## config.mk

```make
export PLATFORM = sky130hd
export DESIGN_NAME = param_cmd_decoder
export DESIGN_NICKNAME = d
export VERILOG_FILES = /design/src/rtl/param_cmd_decoder.sv
export SDC_FILE = /design/constraint.sdc
export NUM_CORES = 1
export LEC_CHECK = 0
export ABC_AREA = 1
export CAP_MARGIN = 20
export CORE_MARGIN = 1.5
export CORE_UTILIZATION = 45
export CTS_BUF_LIST = sky130_fd_sc_hd__clkbuf_4 sky130_fd_sc_hd__clkbuf_8
export DETAILED_ROUTE_END_ITERATION = 16
export GPL_TIMING_DRIVEN = 0
export PLACE_DENSITY = 0.92
export SYNTH_ARGS = -nofsm -noshare
export SYNTH_HDL_FRONTEND = slang
export SYNTH_SLANG_ARGS = --single-unit
```

## constraint.sdc

```tcl
create_clock -name clk -period 4.17 [get_ports clk]
set_input_delay 1.251 -clock clk [delete_from_list [all_inputs] [get_ports clk]]
set_output_delay 1.251 -clock clk [all_outputs]
set_load 0.005 [all_outputs]
```

## src/rtl/param_cmd_decoder.sv

```systemverilog
`default_nettype none
// ============================================================================
// Module      : param_cmd_decoder
// Description : Command packet decoder for an edge-PE accelerator. Routes
//               task packets to the reservation station or to memory,
//               handles replay barriers, and latches stream configuration.
// Revision    : 1.0 - initial release
// ============================================================================
module param_cmd_decoder #(
   parameter int PKT_W    = 32,
   parameter int NUM_PE   = 4,
   parameter int MAX_ITER = 4,
   parameter int MASK_LO  = 10,
   parameter int FV_W     = 5,
   parameter int WB_W     = 4
) (
   input  logic                        clk,
   input  logic                        reset,
   input  logic                        cmd_valid,
   input  logic [PKT_W-1:0]            cmd_packet,
   output logic                        cmd_ready,
   output logic                        rs_valid,
   output logic [PKT_W-3:0]            rs_packet,
   input  logic                        rs_ready,
   input  logic                        rs_empty,
   input  logic [NUM_PE-1:0]           bank_busy,
   input  logic [NUM_PE-1:0]           pe_idle,
   output logic                        mem_req,
   input  logic                        mem_grant,
   output logic                        mem_valid,
   output logic [PKT_W-1:0]            mem_packet,
   input  logic                        stream_end,
   input  logic                        vertex_done,
   output logic                        stream_begin,
   output logic                        replay_flag,
   output logic [$clog2(MAX_ITER)-1:0] replay_iter,
   output logic [FV_W-1:0]             num_fv,
   output logic [WB_W-1:0]             weights_boundary,
   output logic                        cntl_done,
   output logic                        task_complete
);

   localparam int c_IT_W  = $clog2(MAX_ITER);
   localparam int c_PKT_AW = $clog2(PKT_W);

   localparam logic [1:0] c_OP_TASK    = 2'b00;
   localparam logic [1:0] c_OP_BARRIER = 2'b01;
   localparam logic [1:0] c_OP_NUM_FV  = 2'b10;
   localparam logic [1:0] c_OP_WB      = 2'b11;

   typedef enum logic [2:0] {
      S_IDLE        = 3'd0,
      S_WAIT_RS     = 3'd1,
      S_WAIT_GRANT  = 3'd2,
      S_WAIT_DRAIN  = 3'd3,
      S_WAIT_STREAM = 3'd4,
      S_WAIT_DONE   = 3'd5
   } state_t;

   state_t              r_state;
   state_t              w_next;
   logic                r_live;
   logic [PKT_W-1:0]    r_pkt;
   logic [c_IT_W-1:0]   r_iter;
   logic                r_flag;
   logic [FV_W-1:0]     r_num_fv;
   logic [WB_W-1:0]     r_wb;
   logic                r_stream_begin;

   logic                w_accept;
   logic [1:0]          w_opcode;
   logic [c_PKT_AW-1:0] w_mask_idx;
   logic                w_mask_bit;
   logic                w_drained;
   logic                w_last;
   logic                w_iter_inc;
   logic                w_iter_clr;
   logic                w_flag_set;
   logic                w_flag_clr;

   // r_live holds cmd_ready low until the first clock edge after reset release
   assign cmd_ready  = (r_state == S_IDLE) && r_live;
   assign w_accept   = cmd_valid && cmd_ready;
   assign w_opcode   = cmd_packet[PKT_W-1:PKT_W-2];
   // Mask bit selected by the iteration the task is issued under
   assign w_mask_idx = c_PKT_AW'(MASK_LO) + c_PKT_AW'(r_iter);
   assign w_mask_bit = cmd_packet[w_mask_idx];
   assign w_drained  = (bank_busy == '0) && rs_empty && (&pe_idle);
   assign w_last     = (r_iter == c_IT_W'(MAX_ITER - 1));

   assign rs_packet        = rs_valid  ? r_pkt[PKT_W-3:0] : '0;
   assign mem_packet       = mem_valid ? r_pkt : '0;
   assign replay_iter      = r_iter;
   assign replay_flag      = r_flag;
   assign num_fv           = r_num_fv;
   assign weights_boundary = r_wb;
   assign stream_begin     = r_stream_begin;

   // State register
   always_ff @(posedge clk or posedge reset) begin
      if (reset) begin
         r_state <= S_IDLE;
      end else begin
         r_state <= w_next;
      end
   end

   // Next-state and per-state outputs; each pulse belongs to a single state
   always_comb begin
      w_next        = r_state;
      rs_valid      = 1'b0;
      mem_req       = 1'b0;
      mem_valid     = 1'b0;
      cntl_done     = 1'b0;
      task_complete = 1'b0;
      w_iter_inc    = 1'b0;
      w_iter_clr    = 1'b0;
      w_flag_set    = 1'b0;
      w_flag_clr    = 1'b0;
      case (r_state)
         S_IDLE: begin
            if (w_accept) begin
               if (w_opcode == c_OP_TASK) begin
                  w_next = w_mask_bit ? S_WAIT_RS : S_WAIT_GRANT;
               end else if (w_opcode == c_OP_BARRIER) begin
                  w_next = S_WAIT_DRAIN;
               end else if (w_opcode == c_OP_WB) begin
                  w_next = S_WAIT_STREAM;
               end
            end
         end
         S_WAIT_RS: begin
            rs_valid = 1'b1;
            if (rs_ready) begin
               w_next = S_IDLE;
            end
         end
         S_WAIT_GRANT: begin
            mem_req = 1'b1;
            if (mem_grant) begin
               mem_valid = 1'b1;
               w_next    = S_IDLE;
            end
         end
         S_WAIT_DRAIN: begin
            if (w_drained) begin
               if (w_last) begin
                  cntl_done = 1'b1;
                  w_next    = S_WAIT_DONE;
               end else begin
                  mem_valid  = 1'b1;
                  w_iter_inc = 1'b1;
                  w_flag_set = 1'b1;
                  w_next     = S_WAIT_STREAM;
               end
            end
         end
         S_WAIT_STREAM: begin
            if (stream_end) begin
               w_flag_clr = 1'b1;
               w_next     = S_IDLE;
            end
         end
         S_WAIT_DONE: begin
            if (vertex_done) begin
               task_complete = 1'b1;
               w_iter_clr    = 1'b1;
               w_next        = S_IDLE;
            end
         end
         default: begin
            w_next = S_IDLE;
         end
      endcase
   end

   // Latched packet, configuration registers, replay bookkeeping
   always_ff @(posedge clk or posedge reset) begin
      if (reset) begin
         r_live         <= 1'b0;
         r_pkt          <= '0;
         r_iter         <= '0;
         r_flag         <= 1'b0;
         r_num_fv       <= '0;
         r_wb           <= '0;
         r_stream_begin <= 1'b0;
      end else begin
         r_live         <= 1'b1;
         r_stream_begin <= w_accept && (w_opcode == c_OP_NUM_FV);
         if (w_accept && !w_opcode[1]) begin
            r_pkt <= cmd_packet;
         end
         if (w_accept && (w_opcode == c_OP_NUM_FV)) begin
            r_num_fv <= cmd_packet[FV_W-1:0];
         end
         if (w_accept && (w_opcode == c_OP_WB)) begin
            r_wb <= cmd_packet[WB_W-1:0];
         end
         if (w_iter_inc) begin
            r_iter <= r_iter + c_IT_W'(1);
         end else if (w_iter_clr) begin
            r_iter <= '0;
         end
         if (w_flag_set) begin
            r_flag <= 1'b1;
         end else if (w_flag_clr) begin
            r_flag <= 1'b0;
         end
      end
   end

endmodule
`default_nettype wire

```

==> impl_metrics.yaml <==
outcome:
  status: "finished, final reports clean"
global_route:
  grt_max_degree: 28
  grt_antenna_before_repair: 0
  gr-total-overflow: 0
  grt_pass1_wl_mm: 11.9
  grt_pass1_vias: 2550
  grtUsageTotal_pct: 24.1
layout:
  fin_nets: 532
  drive_above_1_share_pct: 10.3
  diodes: 0
  fillers: 437
  design_area_um2: 4170
  area_growth_pct: 56.9
clock_tree:
  clk_path_buf_depth: 2
  clk_latency_ns: 0.30
  cts_sinks: 49
  cts_tree: "done"
  clockRootBuffer: "clkbuf_8"
  clk_pin_slew_ns: 0.09
  htree_levels: 2
  cts_buffers: 5
synth:
  postSynthCellCount: 346
  syn_area_um2: 2660
  async_reset_ff_share_pct: 100
  yosysSeqAreaShare_pct: 46.2
  ys_ff_latch: 49
  synth_common_cells: "nand2_1, nor2_1, inv_1"
  synth_edf_count: 0
  yosysMostFrequentCell: "nand2_1"
  ys_top_cells_by_area: "dfrtp_1, nand2_1, nor2_1"
  yosysTopAreaCell: "dfrtp_1"
  ys_types: 29
  synth_top_area_share_pct: 46.2
  syn_avg_cell_area_um2: 7.68
  ys_warn_count: 0
  synth_fp_nets: 395
  synth_flop_cell: "dfrtp_1"
floorplanning:
  std_cell_rows: 27
  core_um2: 5610
  num_io_pins: 129
  start_util_pct: 47.4
  die-width_um: 79.8
  die_h_um: 79.8
  die_area_um2: 6370
routing:
  drc_errors: 0
  firstDrtPassIters: 4
  num_vias: 2673
  drtAntennaViolNets: 0
  routed_wl_mm: 7.34
  vias_per_cell: 4.81
  drt_iter0_drc: 118
  post_drt_wl_per_cell_um: 13.2
critical_path:
  arrival_ns: 2.79
  cpMostUsedCell: "nand2_1"
  ff2ff_path_depth: 8
  cp-end-kind: "output port"
  startpoint_type: "input pin"
  crit_type: "in2out"
  cp_slowest_stage_delay_ns: 0.48
  cp_cell_sequence: "clkdlybuf4s50_1 > nand2_1 > inv_1 > nand2_1 > nor2_4 > nand4_4 > nand2_4 > inv_4 > buf_6 > nor2_1 > dlygate4sd2_1"
  r2r-end: "r_pkt[7]$_DFFE_PP0P_"
  reg2reg_from: "r_state[2]$_DFFE_PP0P_"
  ff2ff_setup_slack_ns: 2.56
  critical_path.slowest_cell: "clkdlybuf4s50_1"
  crit_path_max_fanout: 10
  critPathRequiredTime_ns: 2.92
sta:
  maxClockFrequency_ghz: 0.247
  final.setup_skew_ns: 0.00280
  hold_viol: 0
  drv_slew: 0
  period_minus_slack_ns: 4.04
  rsz0062_at_grt: "no"
  slew_headroom_pct: 66.5
  post-route-period-util_pct: 97.0
  worst_pin_slew_ns: 0.501
  hold_ws_ns: 0.487
  setup_viol: 0
flow_run:
  cap_viol_max_count: 0
worst_hold_path:
  hp-start: "replay_flag$_DFFE_PP0P_"
  whs_path_depth: 2
  worstHoldPathType: "reg2reg"
  hold_path_end: "replay_flag$_DFFE_PP0P_"
place:
  dpl-instance-area_um2: 4050
  portBuffers: 128
  gp_congestion: 0.845
  hpwl_mm: 5.79
power_and_ir_drop:
  powerDensity_nw_per_um2: 527
  p_leak_uw: 0.00204
  vdd_drop_max_v: 0.000340
cells by family (layout without fill, tap and decap cells):
family	count (synthesis)	in the layout	share of synthesized area, %
DFF	49	49	46.2
AOI/OAI and AO/OA	44	44	8.34
adders and majority gates	1	1	0.471
buffers and inverters	75	213	13.3
other	1	1	0.141
and+or+nand+nor	176	176	31.6
state kept, by name (all words and copies together), names as in the netlist:
signal / count
r_live: 1
r_pkt: 32
r_state: 3
stream_begin: 1
num_fv: 5
replay_flag: 1
replay_iter: 2
weights_boundary: 4
metrics by stage:
step / util (%) / setup TNS, ns / setup WS, ns / std cells / power, uW
floorplan: - / 0 / 0.746 / 346 / 1340
CTS: 74.1 / 0 / 0.00786 / 556 / 2210
detailed placement: 72.2 / -10.22 / -0.362 / 547 / 1870
global route: 74.3 / 0 / 0.00356 / 556 / 2370
finish: 74.3 / 0 / 0.126 / 556 / 2200
global placement: 71.8 / -9.79 / -0.342 / 546 / 1810
layer usage:
layer	up-vias	part of all wire, %	global-route usage [%]	wire length (um)
met1	1238	40	29.1	2950
met2	104	52	44.5	3790
met4	0	0.98	4.83	72
li1	1322	-	-	-
met3	9	7.1	4.57	519
met5	-	0	0	0
critical path, delay by kind of cell:
| family | cells | cell delay (ns) |
|---|---|---|
| buf+inv | 5 | 0.98 |
| simple gates | 6 | 0.56 |
worst max-delay path by stage:
| stage | cells after the start | start | slack [ns] | endpoint |
|---|---|---|---|---|
| global route | 11 | pe_idle[2] | 0.004 | mem_packet[27] |
| floorplan | 6 | bank_busy[3] | 0.75 | mem_packet[21] |
| detailed placement | 8 | rs_empty | -0.36 | mem_packet[27] |
| global placement | 8 | rs_empty | -0.34 | mem_packet[10] |
| CTS | 10 | pe_idle[2] | 0.008 | mem_packet[0] |
| finish | 11 | pe_idle[2] | 0.13 | mem_packet[27] |
where the power goes:
part | total [uW] | internal [uW] | switching, uW
Clock | 358 | 195 | 163
Sequential | 760 | 680 | 80.2
Combinational | 1080 | 495 | 584
Total | 2200 | 1370 | 827
layout by cell type, fill, tap and decap left out, types with 2 or more instances in the layout:
cell type | synthesis | routed
nor2_4 | 7 | 8
buf_4 | 4 | 5
inv_1 | 58 | 57
nand2_1 | 67 | 67
nor3_4 | 2 | 2
buf_12 | 0 | 2
dlymetal6s2s_1 | 0 | 2
clkdlybuf4s50_1 | 0 | 96
buf_6 | 5 | 5
nand4_1 | 4 | 4
inv_2 | 2 | 3
dlygate4sd2_1 | 0 | 30
dfrtp_1 | 49 | 49
o21ai_0 | 36 | 36
nand2_2 | 2 | 2
nor2_1 | 66 | 65
nand3_1 | 13 | 13
o21ai_1 | 4 | 4
clkbuf_8 | 0 | 6
clkbuf_1 | 3 | 3
a21oi_1 | 3 | 3
nor2_2 | 9 | 9
cell type report:
| class | count | area, um2 | area share [%] |
|---|---|---|---|
| clock inverters | 2 | 37.5 | 0.901 |
| clock buffers | 6 | 82.6 | 1.98 |
| inverters | 62 | 240 | 5.77 |
| flip-flops and latches | 49 | 1230 | 29.4 |
| well taps | 72 | 90.1 | 2.16 |
| multi-input cells | 222 | 1100 | 26.3 |
| repair buffers | 130 | 1280 | 30.6 |
| plain buffers | 13 | 118 | 2.82 |
repair_timing:
item | in CTS | in global routing
pin swaps | 1 | 0
setup endpoints to repair | 33 | 5
hold buffers | 0 | 0
setup buffers | 1 | 0
gates resized for setup | 34 | 3
No activity file was read; power rests on OpenSTA's default activity.
